--- src/rtl/l2_request_port_arbiter.sv ---
// L2 request port arbiter: round-robin selection among L1-side request
// sources into a single registered request slot toward the L2 cache.

package l2_request_port_arbiter_pkg;

   localparam int unsigned CORE_W = 4;
   localparam int unsigned UNIT_W = 2;
   localparam int unsigned CMD_W  = 2;
   localparam int unsigned ADDR_W = 32;

   typedef struct packed {
      logic              valid;
      logic [CORE_W-1:0] core;
      logic [UNIT_W-1:0] unit;
      logic [CMD_W-1:0]  cmd;
      logic [ADDR_W-1:0] addr;
   } l2req_packet_t;

endpackage

module l2_request_port_arbiter
   import l2_request_port_arbiter_pkg::*;
#(
   parameter int unsigned NUM_REQUESTERS = 3,
   parameter int unsigned CORE_ID        = 0
)(
   input  logic                                clk,
   input  logic                                reset_n,
   input  l2req_packet_t [NUM_REQUESTERS-1:0]  req_packet,
   output logic [NUM_REQUESTERS-1:0]           req_ready,
   output l2req_packet_t                       l2req_packet,
   input  logic                                l2req_ready
);

   localparam int unsigned PTR_W = (NUM_REQUESTERS > 1) ? $clog2(NUM_REQUESTERS) : 1;

   l2req_packet_t             r_out;
   logic [PTR_W-1:0]          r_rr_ptr;

   logic                      w_can_load;
   logic                      w_found;
   logic [PTR_W-1:0]          w_winner;
   logic [PTR_W-1:0]          w_next_ptr;
   logic [NUM_REQUESTERS-1:0] w_valid;
   int unsigned               w_scan;
   l2req_packet_t             w_load_pkt;

   // Output slot can take a new packet when empty or being drained this cycle.
   assign w_can_load = !r_out.valid || l2req_ready;

   // Rotating priority search starting at r_rr_ptr, wrapping at the top.
   always_comb begin
      w_found  = 1'b0;
      w_winner = '0;
      w_scan   = 0;
      w_valid  = '0;
      for (int unsigned k = 0; k < NUM_REQUESTERS; k++) begin
         w_valid[k] = req_packet[k].valid;
         w_scan = 32'(r_rr_ptr) + k;
         if (w_scan >= NUM_REQUESTERS) begin
            w_scan = w_scan - NUM_REQUESTERS;
         end
         if (!w_found && req_packet[PTR_W'(w_scan)].valid) begin
            w_found  = 1'b1;
            w_winner = PTR_W'(w_scan);
         end
      end
   end

   // Pointer advances past the winner, wrapping to requester 0.
   assign w_next_ptr = (w_winner == PTR_W'(NUM_REQUESTERS - 1)) ? '0 : w_winner + PTR_W'(1);

   // Same-cycle accept strobe to the winner; forced low while in reset.
   always_comb begin
      req_ready = '0;
      if (reset_n && w_can_load && w_found) begin
         req_ready[w_winner] = 1'b1;
      end
   end

   // Winner packet restamped with this core's id and marked valid.
   always_comb begin
      w_load_pkt       = req_packet[w_winner];
      w_load_pkt.core  = CORE_W'(CORE_ID);
      w_load_pkt.valid = 1'b1;
   end

   // Output register and round-robin pointer; held while stalled.
   always_ff @(posedge clk or negedge reset_n) begin
      if (!reset_n) begin
         r_out    <= '0;
         r_rr_ptr <= '0;
      end else if (w_can_load) begin
         if (w_found) begin
            r_out    <= w_load_pkt;
            r_rr_ptr <= w_next_ptr;
         end else begin
            r_out.valid <= 1'b0;
         end
      end
   end

   assign l2req_packet = r_out;

`ifndef SYNTHESIS
   // At most one requester is accepted per cycle.
   a_ready_onehot : assert property (@(posedge clk) disable iff (!reset_n)
      $onehot0(req_ready));

   // Never accept a requester that is not presenting a request.
   a_ready_valid : assert property (@(posedge clk) disable iff (!reset_n)
      (req_ready & ~w_valid) == '0);

   // A held, unaccepted packet must not change.
   a_out_stable : assert property (@(posedge clk) disable iff (!reset_n)
      (r_out.valid && !l2req_ready) |=> $stable(r_out));
`endif

endmodule

--- config.mk ---
export PLATFORM = sky130hd
export DESIGN_NAME = l2_request_port_arbiter
export DESIGN_NICKNAME = d
export VERILOG_FILES = /design/src/rtl/l2_request_port_arbiter.sv
export SDC_FILE = /design/constraint.sdc
export NUM_CORES = 1
export LEC_CHECK = 0
export BUFFER_PORTS_ARGS = -buffer_cell sky130_fd_sc_hd__buf_2
export CAP_MARGIN = 20
export CORE_MARGIN = 8
export CORE_UTILIZATION = 43
export DETAILED_ROUTE_END_ITERATION = 16
export PLACE_DENSITY = 0.86
export SLEW_MARGIN = 10
export SYNTH_ARGS = -nofsm -noshare
export SYNTH_HDL_FRONTEND = slang
export SYNTH_SLANG_ARGS = --single-unit
--- constraint.sdc ---
create_clock -name clk -period 2.8 [get_ports clk]
set_clock_uncertainty 0.15 [all_clocks]
set_input_delay 0.42 -clock clk [delete_from_list [all_inputs] [get_ports clk]]
set_output_delay 0.42 -clock clk [all_outputs]
set_load 0.02 [all_outputs]
Yosys cells after proc, flatten, opt, wreduce, memory -nomap -nowiden
Index checks and enable logic that the tools add are counted.
{"block": "totals", "out_inout_bits": 44, "word_cells": 52, "input_bits": 126, "ff_bits": 39}
{"block": "op_classes", "mux": 22, "magnitude_cmp": 8, "eq_ne": 1, "addsub": 6, "reduce_logical": 10}
{"operator": "$bmux W41 S2", "n": 4}
{"operator": "$mux W41", "n": 3}
{"operator": "$mux W36", "n": 1}
{"operator": "$mux W2", "n": 7}
{"operator": "$lt A2 B3 Y1 const B", "n": 4}
{"operator": "$ge A3 B2 Y1 const B", "n": 2}
{"operator": "$sub A2 B2 Y2 const B", "n": 3}
{"operator": "$logic_and A1 B1 Y1", "n": 5}
{"operator": "$mux W1", "n": 5}
{"operator": "$add A2 B1 Y3 const B", "n": 1}
{"operator": "$add A2 B2 Y3 const B", "n": 1}
{"operator": "$logic_not A1 Y1", "n": 3}
{"operator": "$mux W3", "n": 1}
{"operator": "$add A2 B1 Y2 const B", "n": 1}
{"operator": "$demux W1 S2", "n": 1}
{"operator": "$eq A2 B2 Y1 const B", "n": 1}
{"operator": "$ge A2 B1 Y1 const B", "n": 1}
{"operator": "$ge A2 B2 Y1 const B", "n": 1}
{"operator": "$reduce_and A2 Y1", "n": 1}
{"operator": "$logic_or A1 B1 Y1", "n": 1}

Logic depth before layout (Yosys ltp)
{"block": "depth", "word_depth": 16, "depth_mapped": 10, "depth_no_buf": 7}

Least setup slack after synthesis
No wires, ideal clock.
{"block": "synth_path", "path_type": "register -> output", "startpoint": "register r_rr_ptr[1]", "endpoint": "output req_ready[1]", "path_buffers": 1, "path_slack_ns": -0.101, "path_stages_with_launch": 8, "required_ns": 2.230, "arrival_ns": 2.331, "path_cell_list": "dfrtp_1 -> inv_1 -> ha_1 -> mux2_2 -> mux2i_2 -> mux2_2 -> buf_2 -> nor3_1"}
{"block": "synth_via", "elab_chain_cells": 16, "elab_cells_between_ends": 34, "classes_between": "5 x add/sub; 5 x order compare; 18 x mux; 6 x reduce/logical"}
{"element": "from (decl)", "line": "38", "text": "logic [PTR_W-1:0] r_rr_ptr;"}
{"element": "from (signal assigned)", "line": "96", "text": "r_rr_ptr <= w_next_ptr;"}
{"element": "parallel branches: the longest is 15 deep, another holds $add A2 B1 Y3"}
{"element": "$mux W3 *", "line": "76", "text": "if (reset_n && w_can_load && w_found) begin"}
{"element": "to (decl)", "line": "30", "text": "output logic [NUM_REQUESTERS-1:0] req_ready,"}
Mark *: on every way between the ends. The select of a mux whose other input is x is not followed.

Worst setup path after layout
{"block": "layout_path", "startpoint": "register r_rr_ptr[1]", "endpoint": "output req_ready[0]"}
Same word-level chain as after synthesis.

==> metrics <==
Iteration-0 DRC Markers=99; leading cell types in the layout, fill and taps excluded=buf_2, nand2_1, dfrtp_1, nor2_1, o31ai_1; RSZ-0062 raised after global routing=yes; Horiz. Die Dim=94.9 um; critical path, cell by cell=buf_4 > ha_4 > nand3b_1 > a21bo_4 > nor3_4 > nand3b_1 > nor2_2 > buf_6; pwr dens=1290 nW/um^2; TritonCTS clock tree=done; CTS Buf Count=5; DRC=0; total track usage=20.2%; Internal Power=2.39 mW; Mapped Cells=304; Crit Path Max Fanout=10; first-pass GRT wire length=14.7 mm; vias in the first global route=roughly 3,100; fin area=3780 sq um; Worst R2R Path Depth=10; fin cells=527; worst hold slack=between 30 and 40 ps; gp weighted congestion=0.882; pre-CTS worst setup slack=20.1 ps; H-tree levels=2; Max VDD drop=0.890 mV; Antenna Nets Post-Route=0; antenna violations before repair=0; Switching Power=2.49 mW; overall power=4.88 mW; Detailed Routing Iterations Pass 1=4; Compound-Gate Fraction of Synth Area=37.3%; share of layout cells above drive strength 1=46.6%; most common cell after layout, fill and taps aside=buf_2; I/O Buffers=153; Slew headroom=66.1%; core area=5960 sq um; Synth Register Bits=39; sequential share of power=20.8%; via/cell ratio=5.70; status=finished with violations; Area growth syn-to-layout=41.3%; XOR/XNOR share of the synthesized area=0%; FF-to-FF End=l2req_packet[28]; reg2reg start=r_rr_ptr[1]; Tightest Pin Transition=509 ps; failing checks=setup timing; worst hold path type=input port to async pin; largest net degree at the start of global routing=77; Final #Nets=580; GRT overflow=0; mux cell area share after synthesis=2.71%; Max Cap Viol=0; post-synthesis sequential area ratio=36.5%; most used cell, CP=nand3b_1; Routed WL=~9.4 mm; Syn. warnings=0; final hold vios=0; Switching Fraction=~50%; Initial Util=44.9%; master of the slowest instance on the critical path=dfrtp_1; I/O pins=170; Crit Path Category=register to output port; Post-Synth Adder-Cell Area=1.87%; Pins Over Slew Limit=0; FMAX=~360 MHz; Cell Area, Placed=3500 sq um; Cell Rows=28; Chip Height=roughly 95 um; Final setup viols=1; post-synthesis simple-gate area fraction=13.6%; Clock power frac=7.9%; Die ar.=9000 sq um; static leakage=~1.8 nW; final worst-path cycle share=100%; Gate power share=71.3%; Netlist cell types=33; CP endpoint kind=output port; clock sink count=39; Worst Path Arrival=around 2200 ps; CP Launch Type=register; Placed Cells=between 500 and 600; FF-to-FF setup slack=about 60 ps; cts hold-fix bufs=0; vias post-DR=between 3,000 and 4,000; largest family of logic cells by synthesized area=compound AO/OA/AOI/OAI gates; Total Neg Setup Slack=-2.55 ps; HPWL after detailed placement=6.94 mm; fin worst setup slack=-2.55 ps; CTS max path bufs=2; CP max stage delay=approximately 410 ps; Synth Cell Area=about 2700 sq um; final core utilization=a little under two thirds; Root Buffer=clkbuf_8; clk slew on worst S/H paths=80 ps; Worst Path Required=2230 ps; Clock Latency Late Sink=~290 ps; Period minus WS final=about 2800 ps; synthesized area per cell=between 8 and 9 sq um; per-cell routed wire length=17.9 um
repair_timing:
| item | 4_1_cts | 5_1_grt |
|---|---|---|
| setup buffers | 3 | 2 |
| endpoints found under the setup margin | 4 | 7 |
| resized for setup | 12 | 21 |
| hold endpoints to repair | 0 | 0 |
| pin swaps | 1 | 7 |
worst max-delay path by stage:
| stage | start | depth (start not counted) | to | slack, ps |
|---|---|---|---|---|
| 2_1_floorplan | r_rr_ptr[0] | 9 | req_ready[0] | 30 |
| 3_3_place_gp | r_rr_ptr[1] | 8 | l2req_packet[28] | 80 |
| 3_5_place_dp | r_rr_ptr[1] | 8 | l2req_packet[28] | 20 |
| 4_1_cts | r_rr_ptr[1] | 9 | req_ready[2] | 0.6 |
| 5_1_grt | r_rr_ptr[1] | 8 | req_ready[2] | -80 |
| 6_report | r_rr_ptr[1] | 8 | req_ready[0] | -3 |
registers in the layout, summed over array words and instances, names as in the netlist:
signal        count
l2req_packet     37
r_rr_ptr          2
power groups by stage:
stage          sequential, mW  clock (mW)  combinational [mW]
4_1_cts                  1.02       0.392                3.31
3_5_place_dp             1.02           0                3.17
3_3_place_gp             1.01           0                3.07
6_report                 1.01       0.384                3.48
5_1_grt                  1.06       0.414                3.79
2_1_floorplan            1.35           0                1.92
per-layer routing:
metal  share of wire [%]  GRT usage (%)
met5                   0              0
met1                  39           23.0
met2                  51           35.9
met3                 9.5           6.51
met4                0.80           4.29
critical path: cells and delay by family (launching register included):
family | cells | cell delay [ps]
simple gates | 4 | 660
buf+inv | 2 | 300
compound gates | 1 | 240
flops | 1 | 410
fa+ha+maj | 1 | 330
cell type report:
class                      instances  area (sq um)
fill                             534          2180
multi-input combinational        226          1650
sequential                        39           977
timing repair buffer             173           947
tap                               75          93.8
clock buffer                       5          68.8
clock inverter                     3          20.0
inverter                           5          18.8
antenna                            1          2.50
cells by family (layout without fill, tap and decap cells):
| group | count (synthesis) | in the layout |
|---|---|---|
| AO/OA/AOI/OAI | 122 | 122 |
| AND/OR/NAND/NOR | 90 | 90 |
| buffers and inverters | 42 | 186 |
| flip-flops | 39 | 39 |
| multiplexers | 6 | 6 |
| adder cells (fa/ha/maj) | 4 | 4 |
| other | 1 | 5 |
cells in the mapped netlist:
cell type	number	area, sq um
ha_1	4	50.1
nor3_1	2	10.0
buf_2	13	65.1
nand4b_1	1	8.76
buf_1	1	3.75
o311a_1	1	10.0
mux2_4	1	15.0
conb_1	1	3.75
a32oi_1	2	17.5
o31ai_1	38	285
clkbuf_1	16	60.1
a221oi_2	5	75.1
buf_6	3	33.8
buf_4	4	30.0
dfrtp_1	39	976
a211oi_1	1	7.51
o21a_1	1	7.51
a221oi_1	31	272
o31ai_2	1	12.5
nor4_1	1	6.26
a21bo_2	1	10.0
inv_1	5	18.8
nand3b_1	3	22.5
nor2_1	38	143
a21boi_0	36	270
mux2i_1	1	10.0
mux2_2	3	33.8
a32o_1	1	10.0
nor2b_1	1	6.26
nand2b_1	1	6.26
mux2i_2	1	13.8
o21ai_0	4	20.0
nand2_1	43	161
No activity file was read; power rests on OpenSTA's default activity.
